`src/rtl/condition_pkg.sv`:
```
// condition_pkg -- shared constants for the condition block.
//   code_t    : 2-bit select / decode value type
//   DecSel0..3: decode table (sel=0 -> 3, sel=1 -> 2, sel=2 -> 1, sel=3 -> 0)
//   HoldCode  : select code for which the hold registers keep their value
package condition_pkg;

  typedef logic [1:0] code_t;

  localparam code_t DecSel0  = 2'd3;
  localparam code_t DecSel1  = 2'd2;
  localparam code_t DecSel2  = 2'd1;
  localparam code_t DecSel3  = 2'd0;

  localparam code_t HoldCode = 2'd3;

endpackage

```
`src/rtl/condition_if.sv`:
```
// condition_if -- select input and decoded outputs of the condition block.
//   sel            : select code 0..3 (driven by master)
//   normal_if      : combinational decode, if/else form
//   normal_case    : combinational decode, case form
//   normal_ternary : combinational decode, conditional-operator form
//   latch_if       : registered partial decode, if-chain form
//   latch_case     : registered partial decode, case form
interface condition_if;
  import condition_pkg::*;

  code_t sel;
  code_t normal_if;
  code_t normal_case;
  code_t normal_ternary;
  code_t latch_if;
  code_t latch_case;

  modport master (
    output sel,
    input  normal_if,
    input  normal_case,
    input  normal_ternary,
    input  latch_if,
    input  latch_case
  );

  modport slave (
    input  sel,
    output normal_if,
    output normal_case,
    output normal_ternary,
    output latch_if,
    output latch_case
  );

endinterface

```
`src/rtl/condition_hold_reg.sv`:
```
// condition_hold_reg -- 2-bit flop with load enable and async active-low clear.
//   clk    : rising-edge clock
//   rst_n  : asynchronous active-low clear
//   load_i : load d_i on the next rising edge, otherwise hold
//   d_i    : value to load
//   q_o    : registered value
module condition_hold_reg
  import condition_pkg::*;
(
  input  logic  clk,
  input  logic  rst_n,
  input  logic  load_i,
  input  code_t d_i,
  output code_t q_o
);

  code_t q_q;

  always_ff @(posedge clk or negedge rst_n) begin
    if (!rst_n) begin
      q_q <= '0;
    end else if (load_i) begin
      q_q <= d_i;
    end
  end

  assign q_o = q_q;

endmodule

```
`src/rtl/condition.sv`:
```
// condition -- decodes a 2-bit select three equivalent combinational ways and
// twice as a partial decode into hold registers.
//   clk   : rising-edge clock for the hold registers
//   rst_n : asynchronous active-low reset (hold registers only)
//   bus   : condition_if slave (sel in; normal_* and latch_* out)
module condition
  import condition_pkg::*;
(
  input  logic       clk,
  input  logic       rst_n,
  condition_if.slave bus
);

  code_t sel;
  code_t dec_if;
  code_t dec_case;
  code_t dec_ternary;
  logic  if_load;
  code_t if_d;
  logic  case_load;
  code_t case_d;
  code_t hold_if;
  code_t hold_case;

  assign sel = bus.sel;

  // Fully specified decodes.
  always_comb begin
    if (sel == 2'd0) begin
      dec_if = DecSel0;
    end else if (sel == 2'd1) begin
      dec_if = DecSel1;
    end else if (sel == 2'd2) begin
      dec_if = DecSel2;
    end else begin
      dec_if = DecSel3;
    end
  end

  always_comb begin
    case (sel)
      2'd0:    dec_case = DecSel0;
      2'd1:    dec_case = DecSel1;
      2'd2:    dec_case = DecSel2;
      default: dec_case = DecSel3;
    endcase
  end

  assign dec_ternary = (sel == 2'd0) ? DecSel0 :
                       (sel == 2'd1) ? DecSel1 :
                       (sel == 2'd2) ? DecSel2 : DecSel3;

  // Partial decodes: an uncovered code (HoldCode, or X/Z in 4-state sim)
  // leaves the load enable low so the flop holds; no latch is formed.
  always_comb begin
    if_load = 1'b0;
    if_d    = '0;
    if (sel == 2'd0) begin
      if_load = 1'b1;
      if_d    = DecSel0;
    end else if (sel == 2'd1) begin
      if_load = 1'b1;
      if_d    = DecSel1;
    end else if (sel == 2'd2) begin
      if_load = 1'b1;
      if_d    = DecSel2;
    end
  end

  always_comb begin
    case_load = 1'b0;
    case_d    = '0;
    case (sel)
      2'd0: begin
        case_load = 1'b1;
        case_d    = DecSel0;
      end
      2'd1: begin
        case_load = 1'b1;
        case_d    = DecSel1;
      end
      2'd2: begin
        case_load = 1'b1;
        case_d    = DecSel2;
      end
      default: case_load = 1'b0;  // HoldCode: keep value
    endcase
  end

  condition_hold_reg u_hold_if (
    .clk    (clk),
    .rst_n  (rst_n),
    .load_i (if_load),
    .d_i    (if_d),
    .q_o    (hold_if)
  );

  condition_hold_reg u_hold_case (
    .clk    (clk),
    .rst_n  (rst_n),
    .load_i (case_load),
    .d_i    (case_d),
    .q_o    (hold_case)
  );

  assign bus.normal_if      = dec_if;
  assign bus.normal_case    = dec_case;
  assign bus.normal_ternary = dec_ternary;
  assign bus.latch_if       = hold_if;
  assign bus.latch_case     = hold_case;

endmodule

```
`src/flat_wrapper.sv`:
```
// flat-port wrapper written by rule: the top's interface ports become plain ports
module condition_flat import condition_pkg::*;
  (clk, rst_n, bus_sel, bus_normal_if, bus_normal_case, bus_normal_ternary, bus_latch_if, bus_latch_case);
  condition_if bus_i ();
  input  logic clk;
  input  logic rst_n;
  input wire logic [$bits(bus_i.sel)-1:0] bus_sel;
  output wire logic [$bits(bus_i.normal_if)-1:0] bus_normal_if;
  output wire logic [$bits(bus_i.normal_case)-1:0] bus_normal_case;
  output wire logic [$bits(bus_i.normal_ternary)-1:0] bus_normal_ternary;
  output wire logic [$bits(bus_i.latch_if)-1:0] bus_latch_if;
  output wire logic [$bits(bus_i.latch_case)-1:0] bus_latch_case;
  assign bus_i.sel = bus_sel;
  assign bus_normal_if = bus_i.normal_if;
  assign bus_normal_case = bus_i.normal_case;
  assign bus_normal_ternary = bus_i.normal_ternary;
  assign bus_latch_if = bus_i.latch_if;
  assign bus_latch_case = bus_i.latch_case;
  condition u_core (.clk(clk), .rst_n(rst_n), .bus(bus_i));
endmodule
```
`config.mk`:
```
export PLATFORM = sky130hd
export DESIGN_NAME = condition_flat
export DESIGN_NICKNAME = d
export VERILOG_FILES = /design/src/rtl/condition_pkg.sv /design/src/rtl/condition_if.sv /design/src/rtl/condition_hold_reg.sv /design/src/rtl/condition.sv /design/src/flat_wrapper.sv
export SDC_FILE = /design/constraint.sdc
export NUM_CORES = 1
export LEC_CHECK = 0
export ABC_CLOCK_PERIOD_IN_PS = 800
export CAP_MARGIN = 10
export CORE_AREA = 2 2 39 41
export DETAILED_ROUTE_END_ITERATION = 8
export DIE_AREA = 0 0 41 43
export DONT_BUFFER_PORTS = 1
export PLACE_DENSITY_LB_ADDON = 0.2
export REMOVE_ABC_BUFFERS = 1
export SLEW_MARGIN = 20
export SYNTH_ARGS = -nofsm -noshare
export SYNTH_HDL_FRONTEND = slang
export SYNTH_SLANG_ARGS = --single-unit
```
`constraint.sdc`:
```
create_clock -name clk -period 0.8 [get_ports clk]
set_input_delay 0.16 -clock clk [delete_from_list [all_inputs] [get_ports clk]]
set_output_delay 0.16 -clock clk [all_outputs]
set_load 0.03 [all_outputs]
```
==> results of run 1 <==
repair_timing:
action,in CTS,in global routing
endpoints found under the setup margin,4,6
resized for setup,4,1
setup buffers,2,0
cloned,0,0
pin swaps,0,2
hold buffers,1,0
endpoints found under the hold margin,4,0
how the worst min path moves through the flow:
stage                                            end  startpoint  depth (start not counted)  slack (ps)
2_1_floorplan  u_core.u_hold_case.q_o[0]$_DFFE_PN0P_       rst_n                          0        -140
3_3_place_gp     u_core.u_hold_if.q_o[1]$_DFFE_PN0P_       rst_n                          0        -140
3_5_place_dp     u_core.u_hold_if.q_o[0]$_DFFE_PN0P_       rst_n                          0        -140
4_1_cts        u_core.u_hold_case.q_o[1]$_DFFE_PN0P_  bus_sel[0]                          1          30
5_1_grt        u_core.u_hold_case.q_o[1]$_DFFE_PN0P_  bus_sel[0]                          1          30
6_report       u_core.u_hold_case.q_o[1]$_DFFE_PN0P_  bus_sel[0]                          1          40
registers in the layout, summed over array words and instances (netlist names):
register                cells
u_core.u_hold_case.q_o      2
u_core.u_hold_if.q_o        2
per-stage QoR:
| stage | setup WS [ps] | hold slack (ps) |
|---|---|---|
| floorplan | -4.00 | -136 |
| global placement | 106 | -135 |
| detailed placement | 106 | -135 |
| CTS | -145 | 27.5 |
| global route | -158 | 25.3 |
| finish | -130 | 39.5 |
layout by cell type, fill, tap and decap left out:
master,count
inv_1,4
buf_4,1
dlygate4sd3_1,1
clkbuf_4,3
buf_12,2
a21bo_1,4
dfrtp_1,4
buf_6,5
logic make-up after synthesis:
logic type | share of synthesized area (%)
AOI/OAI and AO/OA | 23.5
DFF | 58.8
buffers and inverters | 17.6
power breakdown:
group	internal [mW]	leakage (nW)	total [mW]	switching [mW]
combinational	0.0715	0.106	0.155	0.0833
sequential	0.217	0.0431	0.228	0.0107
clock	0.168	0.0138	0.254	0.0856
total	0.457	0.163	0.636	0.180
routing by layer:
layer	GRT usage [%]	vias up	part of all wire (%)
li1	-	61	-
met1	7.47	58	42
met3	7.33	0	22
met4	6.00	0	0
met5	0	-	0
met2	7.50	13	36
layout make-up:
class                   count  area, um^2  share of cell area [%]
multi-input cells           4        40.0                    12.9
inverters                   4        15.0                    4.82
repair buffers              9         114                    36.5
flip-flops and latches      4         100                    32.1
well taps                  16        20.0                    6.43
clock buffers               3        22.5                    7.23
==> results.py, run 1 <==
metrics = {
    "global_route": {
        "grt_pass1_vias": 155,
        "grt_pass1_wl_um": 703,
        "grt_overflow": 0,
        "grt_use_total_pct": 7.05,
        "grt_max_degree": 7,
        "antenna_found_initial": 0,
    },
    "sta": {
        "finalSetupTns_ps": -490,
        "finClkSkew_ps": 0,
        "rsz0062_at_grt": "true",
        "finalMaxSlewViolations": 0,
        "tightestPinTransition_ps": 254,
        "finalHoldViolCount": 0,
        "slew_headroom_pct": 83.0,
        "finalCriticalPeriod_ps": 930,
        "finalSetupViolations": 4,
        "fin_crit_sh_pct": 116,
        "setup_slack_ps": -130,
        "timing.fmax_mhz": 1070,
    },
    "power": {
        "total_power_uw": 636,
        "power-per-cell-area_mw_per_mm2": 2040,
        "power_leakage_nw": 0.163,
        "vdd_drop_max_v": 0.000508,
    },
    "setup_path": {
        "worstSetupStartpointType": "register",
        "worst-path-max-fanout": 2,
        "cp-endpoint": "bus_latch_case[0]",
        "r2r_setup_slack_ps": 30,
        "critPathCaptureType": "output pin",
        "cp_num_buf_inv": 1,
        "cp_data_required_time_ps": 640,
        "timing.rr.end": "u_core.u_hold_if.q_o[0]$_DFFE_PN0P_",
        "criticalPathCategory": "reg -> out",
        "cp_slowest_cell": "dfrtp_1",
        "cp_cell_sequence": "buf_6",
        "critical_path.top_delay_family": "flip-flops",
        "worstSetupStartpoint": "u_core.u_hold_case.q_o[0]$_DFFE_PN0P_",
        "reg2reg_depth": 2,
        "critPathArrivalTime_ps": 770,
        "path_depth": 1,
        "r2r_start": "u_core.u_hold_if.q_o[0]$_DFFE_PN0P_",
        "critPathMaxStageDelay_ps": 390,
    },
    "outcome": {
        "outcome": "finished, violations left",
        "violations": "setup timing",
    },
    "placement": {
        "placed_cell_area_um2": 245,
        "dp.cells": 34,
        "dpl.hpwl_um": 316,
        "place_congestion": 0.544,
        "port_buffers": 0,
    },
    "floorplan": {
        "ios": 14,
        "design.core.area_mm2": 0.00138,
        "initial_utilization_pct": 12.3,
        "dieArea_mm2": 0.00176,
        "row_count": 14,
        "fp.dieH_um": 43,
        "die_w_um": 41,
    },
    "cells_and_area": {
        "final_core_util_pct": 22.5,
        "antennaDiodeCount": 0,
        "area_growth_pct": 83.1,
        "finalInstanceArea_um2": 312,
        "final_cells": 40,
        "nets": 30,
        "drive_gt1_share_pct": 45.8,
        "n_fill_cell": 147,
    },
    "logic_synthesis": {
        "synth_flop_cell": "dfrtp_1",
        "synth_common_cells": "4 x a21bo_1, 4 x dfrtp_1, 4 x inv_1",
        "yosysTopAreaCellShare_pct": 58.8,
        "yosys_warnings": 0,
        "synth_async_sr_flop_share_pct": 100,
        "syn_inst": 14,
        "ys_types": 4,
        "ys_seq_area_share_pct": 58.8,
        "synth_edf_count": 0,
        "synth-seq-cells": 4,
        "netlist_top_cells_area": "dfrtp_1 59%, a21bo_1 24%, buf_4 8.8%",
        "synth_area_um2": 170,
        "synth.avg_cell_area_um2": 12.2,
        "yosysTopAreaCell": "dfrtp_1",
    },
    "clock_tree": {
        "clk_latency_ps": 230,
        "ctsHtreeMaxLevel": 1,
        "clockBufferDepth": 2,
        "clk_pin_slew_ps": 40,
        "cts_tree": "yes",
        "clock-sinks": 4,
        "cts_root_buf": "clkbuf_4",
        "numCtsBuffers": 3,
    },
    "detailed_routing": {
        "vias": 132,
        "dr.pass1.iters": 1,
        "wl_per_cell_um": 10.2,
        "drt_iter0_markers": 0,
        "postRouteWirelength_um": 406,
        "via_per_inst": 3.30,
        "drcViolationCount": 0,
        "postRouteAntennaNets": 0,
    },
    "flow_run": {
        "drv_cap": 0,
    },
    "min_path": {
        "worstHoldPathType": "in -> reg",
    },
}
Note: power is estimated with default switching activity, not from simulation.
==> run 2, diff against run 1 <==
--- a/config.mk
+++ b/config.mk
@@ -11,7 +11,6 @@
 export DETAILED_ROUTE_END_ITERATION = 8
 export DIE_AREA = 0 0 41 43
 export DONT_BUFFER_PORTS = 1
-export PLACE_DENSITY_LB_ADDON = 0.2
 export REMOVE_ABC_BUFFERS = 1
 export SLEW_MARGIN = 20
 export SYNTH_ARGS = -nofsm -noshare
==> constraint.sdc (replaced) <==
create_clock -name clk -period 0.8 [get_ports clk]
set_input_delay 0.12 -clock clk [delete_from_list [all_inputs] [get_ports clk]]
set_output_delay 0.12 -clock clk [all_outputs]
set_load 0.03 [all_outputs]
==> run 2 against run 1 <==
Net effect:
- the flow still finishes with violations (setup timing)
- worst setup slack better by 50 ps
- register-to-register slack worse by 40 ps
- clock skew unchanged
- clock power down 4%
- cell count up 10%
- non-clock buffer count up 4
==> results.py, run 2 (synthesis gave the netlist of run 1 again) <==
metrics = {
    "setup_path": {
        "critical_path.top_delay_family": "flip-flops",
        "critPathArrivalTime_ps": 760,
        "r2r_setup_slack_ps": -10,
        "critPathMaxStageDelay_ps": 380,
        "criticalPathCategory": "reg -> out",
        "critPathCaptureType": "output pin",
        "cp_data_required_time_ps": 680,
        "worst-path-max-fanout": 2,
        "reg2reg_depth": 2,
        "cp_slowest_cell": "dfrtp_1",
        "cp_cell_sequence": "buf_6",
        "timing.rr.end": "u_core.u_hold_if.q_o[1]$_DFFE_PN0P_",
        "cp_num_buf_inv": 1,
        "worstSetupStartpointType": "register",
        "r2r_start": "u_core.u_hold_if.q_o[1]$_DFFE_PN0P_",
    },
    "clock_tree": {
        "clockBufferDepth": 2,
        "clk_pin_slew_ps": 40,
        "ctsHtreeMaxLevel": 1,
        "cts_tree": "yes",
        "clock-sinks": 4,
        "numCtsBuffers": 3,
        "cts_root_buf": "clkbuf_4",
        "clk_latency_ps": 230,
    },
    "global_route": {
        "grt_max_degree": 6,
        "grt_pass1_vias": 184,
        "antenna_found_initial": 0,
        "grt_pass1_wl_um": 717,
        "grt_use_total_pct": 7.49,
        "grt_overflow": 0,
    },
    "sta": {
        "fin_crit_sh_pct": 110,
        "slew_headroom_pct": 82.7,
        "rsz0062_at_grt": "true",
        "finalMaxSlewViolations": 0,
        "timing.fmax_mhz": 1140,
        "finalCriticalPeriod_ps": 881,
        "tightestPinTransition_ps": 259,
        "finalHoldViolCount": 0,
        "finClkSkew_ps": 0,
        "setup_slack_ps": -80.6,
        "finalSetupViolations": 7,
    },
    "floorplan": {
        "dieArea_mm2": 0.00176,
        "ios": 14,
        "die_w_um": 41,
        "fp.dieH_um": 43,
        "design.core.area_mm2": 0.00138,
        "row_count": 14,
        "initial_utilization_pct": 12.3,
    },
    "detailed_routing": {
        "postRouteAntennaNets": 0,
        "vias": 148,
        "drcViolationCount": 0,
        "wl_per_cell_um": 11.0,
        "drt_iter0_markers": 0,
        "dr.pass1.iters": 1,
        "postRouteWirelength_um": 484,
        "via_per_inst": 3.36,
    },
    "cells_and_area": {
        "multi_input_comb_area_um2": 40.0,
        "finalInstanceArea_um2": 318,
        "register_area_um2": 100,
        "mostFrequentLayoutCells": "6 x buf_4, 4 x inv_1, 4 x a21bo_1, 4 x buf_6, 4 x dfrtp_1",
        "area_growth_pct": 86.8,
        "antennaDiodeCount": 0,
        "drive_gt1_share_pct": 46.4,
        "n_fill_cell": 141,
        "nets": 34,
        "layout_commonest_cell": "buf_4",
    },
    "power": {
        "power_leakage_nw": 0.170,
        "total_power_uw": 631,
        "power-per-cell-area_mw_per_mm2": 1980,
        "vdd_drop_max_v": 0.000252,
    },
    "min_path": {
        "worstHoldPathCells": 1,
        "hold_path_end": "u_core.u_hold_if.q_o[0]$_DFFE_PN0P_",
        "min_from": "bus_sel[0]",
        "worstHoldPathType": "in -> reg",
    },
    "placement": {
        "place_congestion": 0.445,
        "port_buffers": 0,
        "dp_slack_ps": 108,
        "placed_cell_area_um2": 220,
    },
    "flow_run": {
        "drv_cap": 0,
    },
    "outcome": {
        "violations": "setup timing",
        "outcome": "finished, violations left",
    },
}
[run 2: worst max path at each step]
stage                                                        to  cells after the start                                   from  slack, ps
after floorplan           u_core.u_hold_case.q_o[0]$_DFFE_PN0P_                      1  u_core.u_hold_case.q_o[0]$_DFFE_PN0P_         -4
after global placement    u_core.u_hold_case.q_o[0]$_DFFE_PN0P_                      1  u_core.u_hold_case.q_o[0]$_DFFE_PN0P_        140
after detailed placement  u_core.u_hold_case.q_o[0]$_DFFE_PN0P_                      1  u_core.u_hold_case.q_o[0]$_DFFE_PN0P_        110
after CTS                                     bus_latch_case[0]                      1  u_core.u_hold_case.q_o[0]$_DFFE_PN0P_        -90
after global routing                          bus_latch_case[0]                      1  u_core.u_hold_case.q_o[0]$_DFFE_PN0P_       -120
final                                         bus_latch_case[0]                      1  u_core.u_hold_case.q_o[0]$_DFFE_PN0P_        -80
[run 2: cell type report]
cell class              count  share of cell area, %
clock buffers               3                   7.09
inverters                   4                   4.72
multi-input cells           4                   12.6
flip-flops and latches      4                   31.5
well taps                  16                   6.30
repair buffers             13                   37.8
[run 2: repair_timing]
item | 4_1_cts | 5_1_grt
setup endpoints to repair | 4 | 8
endpoints found under the hold margin | 8 | 0
hold buffers | 3 | 0
gates resized for setup | 4 | 0
buffers inserted | 4 | 0
[run 2: metal layers]
layer  vias up  GRT usage (%)  share of wire [%]
met1        67           5.06                 37
li1         69              -                  -
met5         -              0                  0
met3         0           7.33                 12
met4         0           10.0                  0
met2        12           9.38                 51
[run 2: per-stage QoR]
stage	hold WS [ps]	utilization (%)	setup TNS (ps)	cells
after floorplan	-176	-	-16.0	12
after global placement	-176	15.9	0	34
after detailed placement	-175	15.9	0	34
after CTS	61.1	23.0	-354	44
after global routing	60.7	23.0	-623	44
final	69.8	23.0	-339	44
[run 2: where the power goes]
| group | total (mW) | switching (mW) | internal [mW] |
|---|---|---|---|
| Clock | 0.245 | 0.0777 | 0.167 |
| Combinational | 0.158 | 0.0870 | 0.0709 |
| Sequential | 0.228 | 0.0101 | 0.217 |
